$ cat src/rtl/spi_slave_core_pkg.sv
// rtl/spi_slave_core_pkg.sv - shared defaults, frame state type and counter sizing for the SPI slave
package spi_slave_core_pkg;

    localparam int SPI_SLAVE_DATA_W      = 8;
    localparam int SPI_SLAVE_SYNC_STAGES = 2;

    typedef enum logic {
        ST_IDLE  = 1'b0,
        ST_FRAME = 1'b1
    } frame_state_e;

    // The bit counter must be able to hold DATA_W itself.
    function automatic int cnt_width(input int data_w);
        return $clog2(data_w + 1);
    endfunction

endpackage

$ cat src/rtl/spi_slave_core_sync.sv
// rtl/spi_slave_core_sync.sv - multi-flop synchroniser with rise/fall detection
// Ports:
//   clk_i, rst_ni  system clock, asynchronous active-low reset
//   d_i            asynchronous input pin
//   q_o            synchronised level
//   rise_o/fall_o  one-cycle pulses when q_o changes against its registered copy
module spi_slave_core_sync #(
    parameter int   STAGES  = 2,
    parameter logic RST_VAL = 1'b0
) (
    input  logic clk_i,
    input  logic rst_ni,
    input  logic d_i,
    output logic q_o,
    output logic rise_o,
    output logic fall_o
);

    logic [STAGES-1:0] sync_q;
    logic              prev_q;

    always_ff @(posedge clk_i or negedge rst_ni) begin
        if (!rst_ni) begin
            sync_q <= {STAGES{RST_VAL}};
            prev_q <= RST_VAL;
        end else begin
            sync_q <= {sync_q[STAGES-2:0], d_i};
            prev_q <= sync_q[STAGES-1];
        end
    end

    assign q_o    = sync_q[STAGES-1];
    assign rise_o = q_o & ~prev_q;
    assign fall_o = ~q_o & prev_q;

endmodule

$ cat src/rtl/spi_slave_core.sv
// rtl/spi_slave_core.sv - oversampled SPI slave, all CPOL/CPHA modes, MSB/LSB first
// Ports:
//   clk_in, rst_n                 system clock (>= 4x sclk), asynchronous active-low reset
//   cpol, cpha, lsb               mode, captured at the start of each frame
//   tx_data/tx_valid/tx_ready     transmit shadow buffer write handshake
//   rx_data/rx_valid              last received character, one-cycle update pulse
//   tx_underrun                   pulse: a character started with the shadow empty
//   busy                          frame in progress
//   sclk, ss_n, mosi              asynchronous SPI pins from the master
//   miso, miso_oe                 slave data out and its output enable
module spi_slave_core
    import spi_slave_core_pkg::*;
#(
    parameter int DATA_W      = SPI_SLAVE_DATA_W,
    parameter int SYNC_STAGES = SPI_SLAVE_SYNC_STAGES
) (
    input  logic              clk_in,
    input  logic              rst_n,
    input  logic              cpol,
    input  logic              cpha,
    input  logic              lsb,
    input  logic [DATA_W-1:0] tx_data,
    input  logic              tx_valid,
    output logic              tx_ready,
    output logic [DATA_W-1:0] rx_data,
    output logic              rx_valid,
    output logic              tx_underrun,
    output logic              busy,
    input  logic              sclk,
    input  logic              ss_n,
    input  logic              mosi,
    output logic              miso,
    output logic              miso_oe
);

    localparam int              CNT_W    = cnt_width(DATA_W);
    localparam logic [CNT_W-1:0] LAST_CNT = CNT_W'(DATA_W - 1);

    logic sclk_s, sclk_rise, sclk_fall;
    logic ss_s, ss_rise, ss_fall;
    logic [SYNC_STAGES-1:0] mosi_sync_q;

    frame_state_e      state_q, state_d;
    logic              cpol_q, cpha_q, lsb_q;
    logic [CNT_W-1:0]  cnt_q, cnt_d;
    logic [DATA_W-1:0] rx_sr_q, rx_sr_d, rx_data_q, rx_data_d;
    logic [DATA_W-1:0] tx_sr_q, tx_sr_d, shadow_q, shadow_d;
    logic              shadow_full_q, shadow_full_d;
    logic              rx_valid_q, rx_valid_d, underrun_q, underrun_d;
    logic              miso_q, miso_d;

    logic              frame_start, in_frame, leading, trailing;
    logic              sample_ev, shift_ev, load_ev, tx_write, eff_cpha, eff_lsb;
    logic [DATA_W-1:0] rx_shift, load_val;

    spi_slave_core_sync #(.STAGES(SYNC_STAGES), .RST_VAL(1'b0)) u_sync_sclk (
        .clk_i(clk_in), .rst_ni(rst_n), .d_i(sclk),
        .q_o(sclk_s), .rise_o(sclk_rise), .fall_o(sclk_fall)
    );

    spi_slave_core_sync #(.STAGES(SYNC_STAGES), .RST_VAL(1'b1)) u_sync_ss (
        .clk_i(clk_in), .rst_ni(rst_n), .d_i(ss_n),
        .q_o(ss_s), .rise_o(ss_rise), .fall_o(ss_fall)
    );

    // mosi needs the same latency as sclk so it is sampled as seen at the sclk pin edge.
    always_ff @(posedge clk_in or negedge rst_n) begin
        if (!rst_n) mosi_sync_q <= '0;
        else        mosi_sync_q <= {mosi_sync_q[SYNC_STAGES-2:0], mosi};
    end

    assign frame_start = (state_q == ST_IDLE) && ss_fall && !ss_s;
    assign in_frame    = (state_q == ST_FRAME) && !ss_rise;
    assign leading     = cpol_q ? sclk_fall : sclk_rise;
    assign trailing    = cpol_q ? sclk_rise : sclk_fall;
    assign sample_ev   = in_frame && (cpha_q ? trailing : leading);
    // With cpha=0 the first bit is already on miso at char start, so the trailing edge
    // that closes a character (counter back at 0) must not shift again.
    assign shift_ev    = in_frame && (cpha_q ? leading : (trailing && cnt_q != '0));
    assign load_ev     = frame_start || (sample_ev && cnt_q == LAST_CNT);
    assign tx_write    = tx_valid && !shadow_full_q;
    // The mode registers are written in the frame_start cycle, so use the pins then.
    assign eff_cpha    = frame_start ? cpha : cpha_q;
    assign eff_lsb     = frame_start ? lsb  : lsb_q;
    assign rx_shift    = lsb_q ? {mosi_sync_q[SYNC_STAGES-1], rx_sr_q[DATA_W-1:1]}
                               : {rx_sr_q[DATA_W-2:0], mosi_sync_q[SYNC_STAGES-1]};

    always_comb begin
        state_d       = state_q;
        cnt_d         = cnt_q;
        rx_sr_d       = rx_sr_q;
        rx_data_d     = rx_data_q;
        rx_valid_d    = 1'b0;
        underrun_d    = 1'b0;
        tx_sr_d       = tx_sr_q;
        shadow_d      = shadow_q;
        shadow_full_d = shadow_full_q;
        miso_d        = miso_q;
        load_val      = shadow_q;

        if (tx_write) begin
            shadow_d      = tx_data;
            shadow_full_d = 1'b1;
        end

        case (state_q)
            ST_IDLE: begin
                if (frame_start) begin
                    state_d = ST_FRAME;
                    cnt_d   = '0;
                end
            end
            ST_FRAME: begin
                if (ss_rise) begin
                    state_d = ST_IDLE;
                    cnt_d   = '0;
                end
            end
            default: state_d = ST_IDLE;
        endcase

        if (sample_ev) begin
            rx_sr_d = rx_shift;
            if (cnt_q == LAST_CNT) begin
                cnt_d      = '0;
                rx_data_d  = rx_shift;
                rx_valid_d = 1'b1;
            end else begin
                cnt_d = cnt_q + 1'b1;
            end
        end

        if (shift_ev) begin
            miso_d  = lsb_q ? tx_sr_q[0] : tx_sr_q[DATA_W-1];
            tx_sr_d = lsb_q ? (tx_sr_q >> 1) : (tx_sr_q << 1);
        end

        if (load_ev) begin
            // A write landing in the load cycle bypasses the shadow, leaving it empty.
            shadow_full_d = 1'b0;
            if (shadow_full_q)  load_val = shadow_q;
            else if (tx_write)  load_val = tx_data;
            else begin
                load_val   = '0;
                underrun_d = 1'b1;
            end
            if (eff_cpha) begin
                tx_sr_d = load_val;
            end else begin
                miso_d  = eff_lsb ? load_val[0] : load_val[DATA_W-1];
                tx_sr_d = eff_lsb ? (load_val >> 1) : (load_val << 1);
            end
        end
    end

    always_ff @(posedge clk_in or negedge rst_n) begin
        if (!rst_n) begin
            state_q       <= ST_IDLE;
            cpol_q        <= 1'b0;
            cpha_q        <= 1'b0;
            lsb_q         <= 1'b0;
            cnt_q         <= '0;
            rx_sr_q       <= '0;
            rx_data_q     <= '0;
            rx_valid_q    <= 1'b0;
            underrun_q    <= 1'b0;
            tx_sr_q       <= '0;
            shadow_q      <= '0;
            shadow_full_q <= 1'b0;
            miso_q        <= 1'b0;
        end else begin
            state_q       <= state_d;
            if (frame_start) begin
                cpol_q <= cpol;
                cpha_q <= cpha;
                lsb_q  <= lsb;
            end
            cnt_q         <= cnt_d;
            rx_sr_q       <= rx_sr_d;
            rx_data_q     <= rx_data_d;
            rx_valid_q    <= rx_valid_d;
            underrun_q    <= underrun_d;
            tx_sr_q       <= tx_sr_d;
            shadow_q      <= shadow_d;
            shadow_full_q <= shadow_full_d;
            miso_q        <= miso_d;
        end
    end

    assign tx_ready    = !shadow_full_q;
    assign rx_data     = rx_data_q;
    assign rx_valid    = rx_valid_q;
    assign tx_underrun = underrun_q;
    assign busy        = (state_q == ST_FRAME);
    assign miso_oe     = busy;
    assign miso        = miso_q;

endmodule
$ cat config.mk
export PLATFORM = sky130hd
export DESIGN_NAME = spi_slave_core
export DESIGN_NICKNAME = d
export VERILOG_FILES = /design/src/rtl/spi_slave_core_pkg.sv /design/src/rtl/spi_slave_core_sync.sv /design/src/rtl/spi_slave_core.sv
export SDC_FILE = /design/constraint.sdc
export NUM_CORES = 1
export LEC_CHECK = 0
export BUFFER_PORTS_ARGS = -buffer_cell sky130_fd_sc_hd__buf_2
export CAP_MARGIN = 20
export CORE_ASPECT_RATIO = 0.75
export CORE_UTILIZATION = 55
export DETAILED_ROUTE_END_ITERATION = 10
export GPL_TIMING_DRIVEN = 1
export PLACE_DENSITY = 0.76
export REMOVE_ABC_BUFFERS = 1
export SETUP_SLACK_MARGIN = 0.2
export SLEW_MARGIN = 15
export SYNTH_ARGS = -nofsm -noshare
export SYNTH_HDL_FRONTEND = slang
export SYNTH_HIERARCHICAL = 1
export SYNTH_SLANG_ARGS = --single-unit
$ cat constraint.sdc
create_clock -name clk_in -period 5.2 [get_ports clk_in]
set_input_delay 0.26 -clock clk_in [delete_from_list [all_inputs] [get_ports clk_in]]
set_output_delay 0.26 -clock clk_in [all_outputs]
set_load 0.05 [all_outputs]
==> impl_metrics.ini <==
[power]
peakVddDrop_mv = 0.298
leakagePower_nw = 1.35
p_per_area_nw_per_um2 = 458
power_mw = 1.28

[drt]
ant_nets = 0
drt-total-wl_mm = 4.43
dr.pass1.iters = 4
drtIter0Drc = 81
drcViolationCount = 0
via_count = 1687
viasPerCell = 5.55
wl_per_cell_um = 14.6

[critical_path]
critPathKind = flip-flop to flip-flop
arrival_ns = 2.55
worstPathRequired_ns = 5.35
worstSetupEndpointType = flip-flop
critPathMaxFanout = 17
start_kind = flip-flop

[cts]
cts_setup_buffers = 0
root_buffer = clkbuf_8
ctsHoldBuffers = 0
htree_levels = 2
tritoncts = built
clkSlewWorstSetupHoldPaths_ns = 0.09
clkSinkCount = 52
clockBufferDepth = 2
cts_resized = 0
cts-buffers-inserted = 5
clk_latency_ns = 0.30

[cells_and_area]
drive_above_1_share_pct = 27.7
diodes = 0
fin_cells = 304
final_nets = 267
final_common_cell = dfrtp_1
fillers = 334
fin_util_pct = 66.5
layout_common_cells = dfrtp_1 (49), buf_2 (30), mux2i_1 (25)
stdcell_area_um2 = 2790
area_growth_pct = 12.1

[yosys]
synth_cell_types = 39
postSynth.asyncResetShare_pct = 100
yosys_most_used_dff = dfrtp_1
synth.cell_area_um2 = 2490
seq_area_frac_synth_pct = 52.4
syn_area_per_cell_um2 = 11.3
synth_edf_count = 0
synth-seq-cells = 52
synth_warnings = 6
syn-instance-count = 220

[floorplanning]
ios = 31
initial_core_util_pct = 59.3
fp.dieW_um = 79.7
rows = 20
core_um2 = 4200
die_area_um2 = 4810
die_y_um = 60.3

[job]
maxCapViolCount = 0

[timing]
hold_ws_ns = 0.0465
fin_crit_ns = 2.39
skew_ns = 0.00497
worst_pin_slew_ns = 1.06
setup_viol = 0
timing.final.crit_share_pct = 46.0
setup_slack_ns = 2.81
hold_viol_final = 0
relSlewSlack_pct = 29.4
rsz0062_at_grt = false
slew_viol_final = 0
finalSetupTns_ns = 0
fmax_mhz = 418

[place]
routabilityCongestion = 0.790
dp.cells = 296
port_buffers = 30
place_area_um2 = 2680
place_ws_ns = 2.57
dp_hpwl_mm = 3.14

[hold_path]
min_path_type = input port to flip-flop

[grt]
grt_max_degree = 53
gr-total-overflow = 0
grt_pass1_wl_mm = 7.35
track_usage_pct = 20.7
grt_antenna_before_repair = 0
grt_pass1_vias = 1535

[outcome]
outcome = finished, final reports clean
## sequential cells by signal, summed over array words and instances, names as in the netlist
| register | cells |
|---|---|
| rx_valid | 1 |
| rx_data | 8 |
| u_sync_sclk/prev_q | 1 |
| shadow_q | 8 |
| shadow_full_q | 1 |
| mosi_sync_q | 2 |
| cpol_q | 1 |
| u_sync_sclk/sync_q | 2 |
| cnt_q | 4 |
| miso | 1 |
| tx_underrun | 1 |
| rx_sr_q | 8 |
| lsb_q | 1 |
| busy | 1 |
| u_sync_ss/sync_q | 2 |
| cpha_q | 1 |
| tx_sr_q | 8 |
| u_sync_ss/prev_q | 1 |
## cell type report
| type | instances | area (um^2) | share of cell area (%) |
|---|---|---|---|
| Sequential cell | 52 | 1310 | 46.7 |
| Inverter | 7 | 26.3 | 0.940 |
| Clock inverter | 3 | 46.3 | 1.66 |
| Multi-Input combinational cell | 150 | 1110 | 39.9 |
| Tap cell | 55 | 68.8 | 2.46 |
| Timing Repair Buffer | 32 | 165 | 5.91 |
| Clock buffer | 5 | 68.8 | 2.46 |
## power by group
part	switching, mW	internal, mW
Sequential	0.0992	0.508
Combinational	0.195	0.196
Clock	0.134	0.145
Total	0.429	0.850
## path summary, 6_finish.rpt
| check | startpoint | end | slack, ns | depth (start not counted) |
|---|---|---|---|---|
| setup / recovery | u_sync_ss/prev_q$_DFF_PN1_ | tx_sr_q[2]$_DFFE_PN0P_ | 2.81 | 6 |
| hold / removal | ss_n | u_sync_ss/sync_q[0]$_DFF_PN1_ | 0.05 | 1 |
| setup reg to reg | u_sync_ss/prev_q$_DFF_PN1_ | tx_sr_q[2]$_DFFE_PN0P_ | 2.81 | 6 |
| hold reg to reg | u_sync_sclk/sync_q[0]$_DFF_PN0_ | u_sync_sclk/sync_q[1]$_DFF_PN0_ | 0.36 | 0 |
| max in group asynchronous | rst_n | busy$_DFF_PN0_ | 4.73 | 2 |
| min in group asynchronous | rst_n | shadow_q[5]$_DFFE_PN0N_ | 0.06 | 2 |
## kinds of logic after synthesis
logic type               after synthesis  share of synthesized area (%)
AND/OR/NAND/NOR                       53                           10.9
adder cells (fa/ha/maj)                2                           1.00
buffers and inverters                 18                           3.11
flip-flops                            52                           52.4
AO/OA/AOI/OAI                         50                           13.0
XOR/XNOR                               1                          0.653
multiplexers                          44                           19.0
## layer usage
layer	vias to the layer above	GRT usage (%)	routed length, um
met2	34	29.4	1900
met4	0	7.65	52
li1	834	-	-
met3	8	5.04	153
met1	811	30.7	2320
met5	-	0	0
## critical path: stages, from the launching register on
cell and delay, ns:
dfstp_2 0.54, and2b_2 0.13, nor3b_4 0.39, mux2i_2 0.75
nor2_1 0.11, a211oi_1 0.26, a21oi_1 0.06
## Yosys cell counts (2+ instances only)
library cell,n,area (um^2)
buf_2,5,25.0
nand3_1,2,10.0
mux2_2,17,191
dfrtp_1,49,1230
and2b_2,2,17.5
mux2i_1,26,260
a22o_1,2,17.5
a211oi_1,7,52.6
dfstp_2,3,78.8
inv_1,7,26.3
a21o_1,2,15.0
ha_1,2,25.0
a21oi_1,16,80.1
nand2_1,14,52.6
clkbuf_1,5,18.8
nor2b_1,5,31.3
nor2_1,19,71.3
o21ai_0,7,35.0
nor3_1,2,10.0
nand3b_1,2,15.0
a22oi_1,8,60.1
No activity file was read; power rests on OpenSTA's default activity.
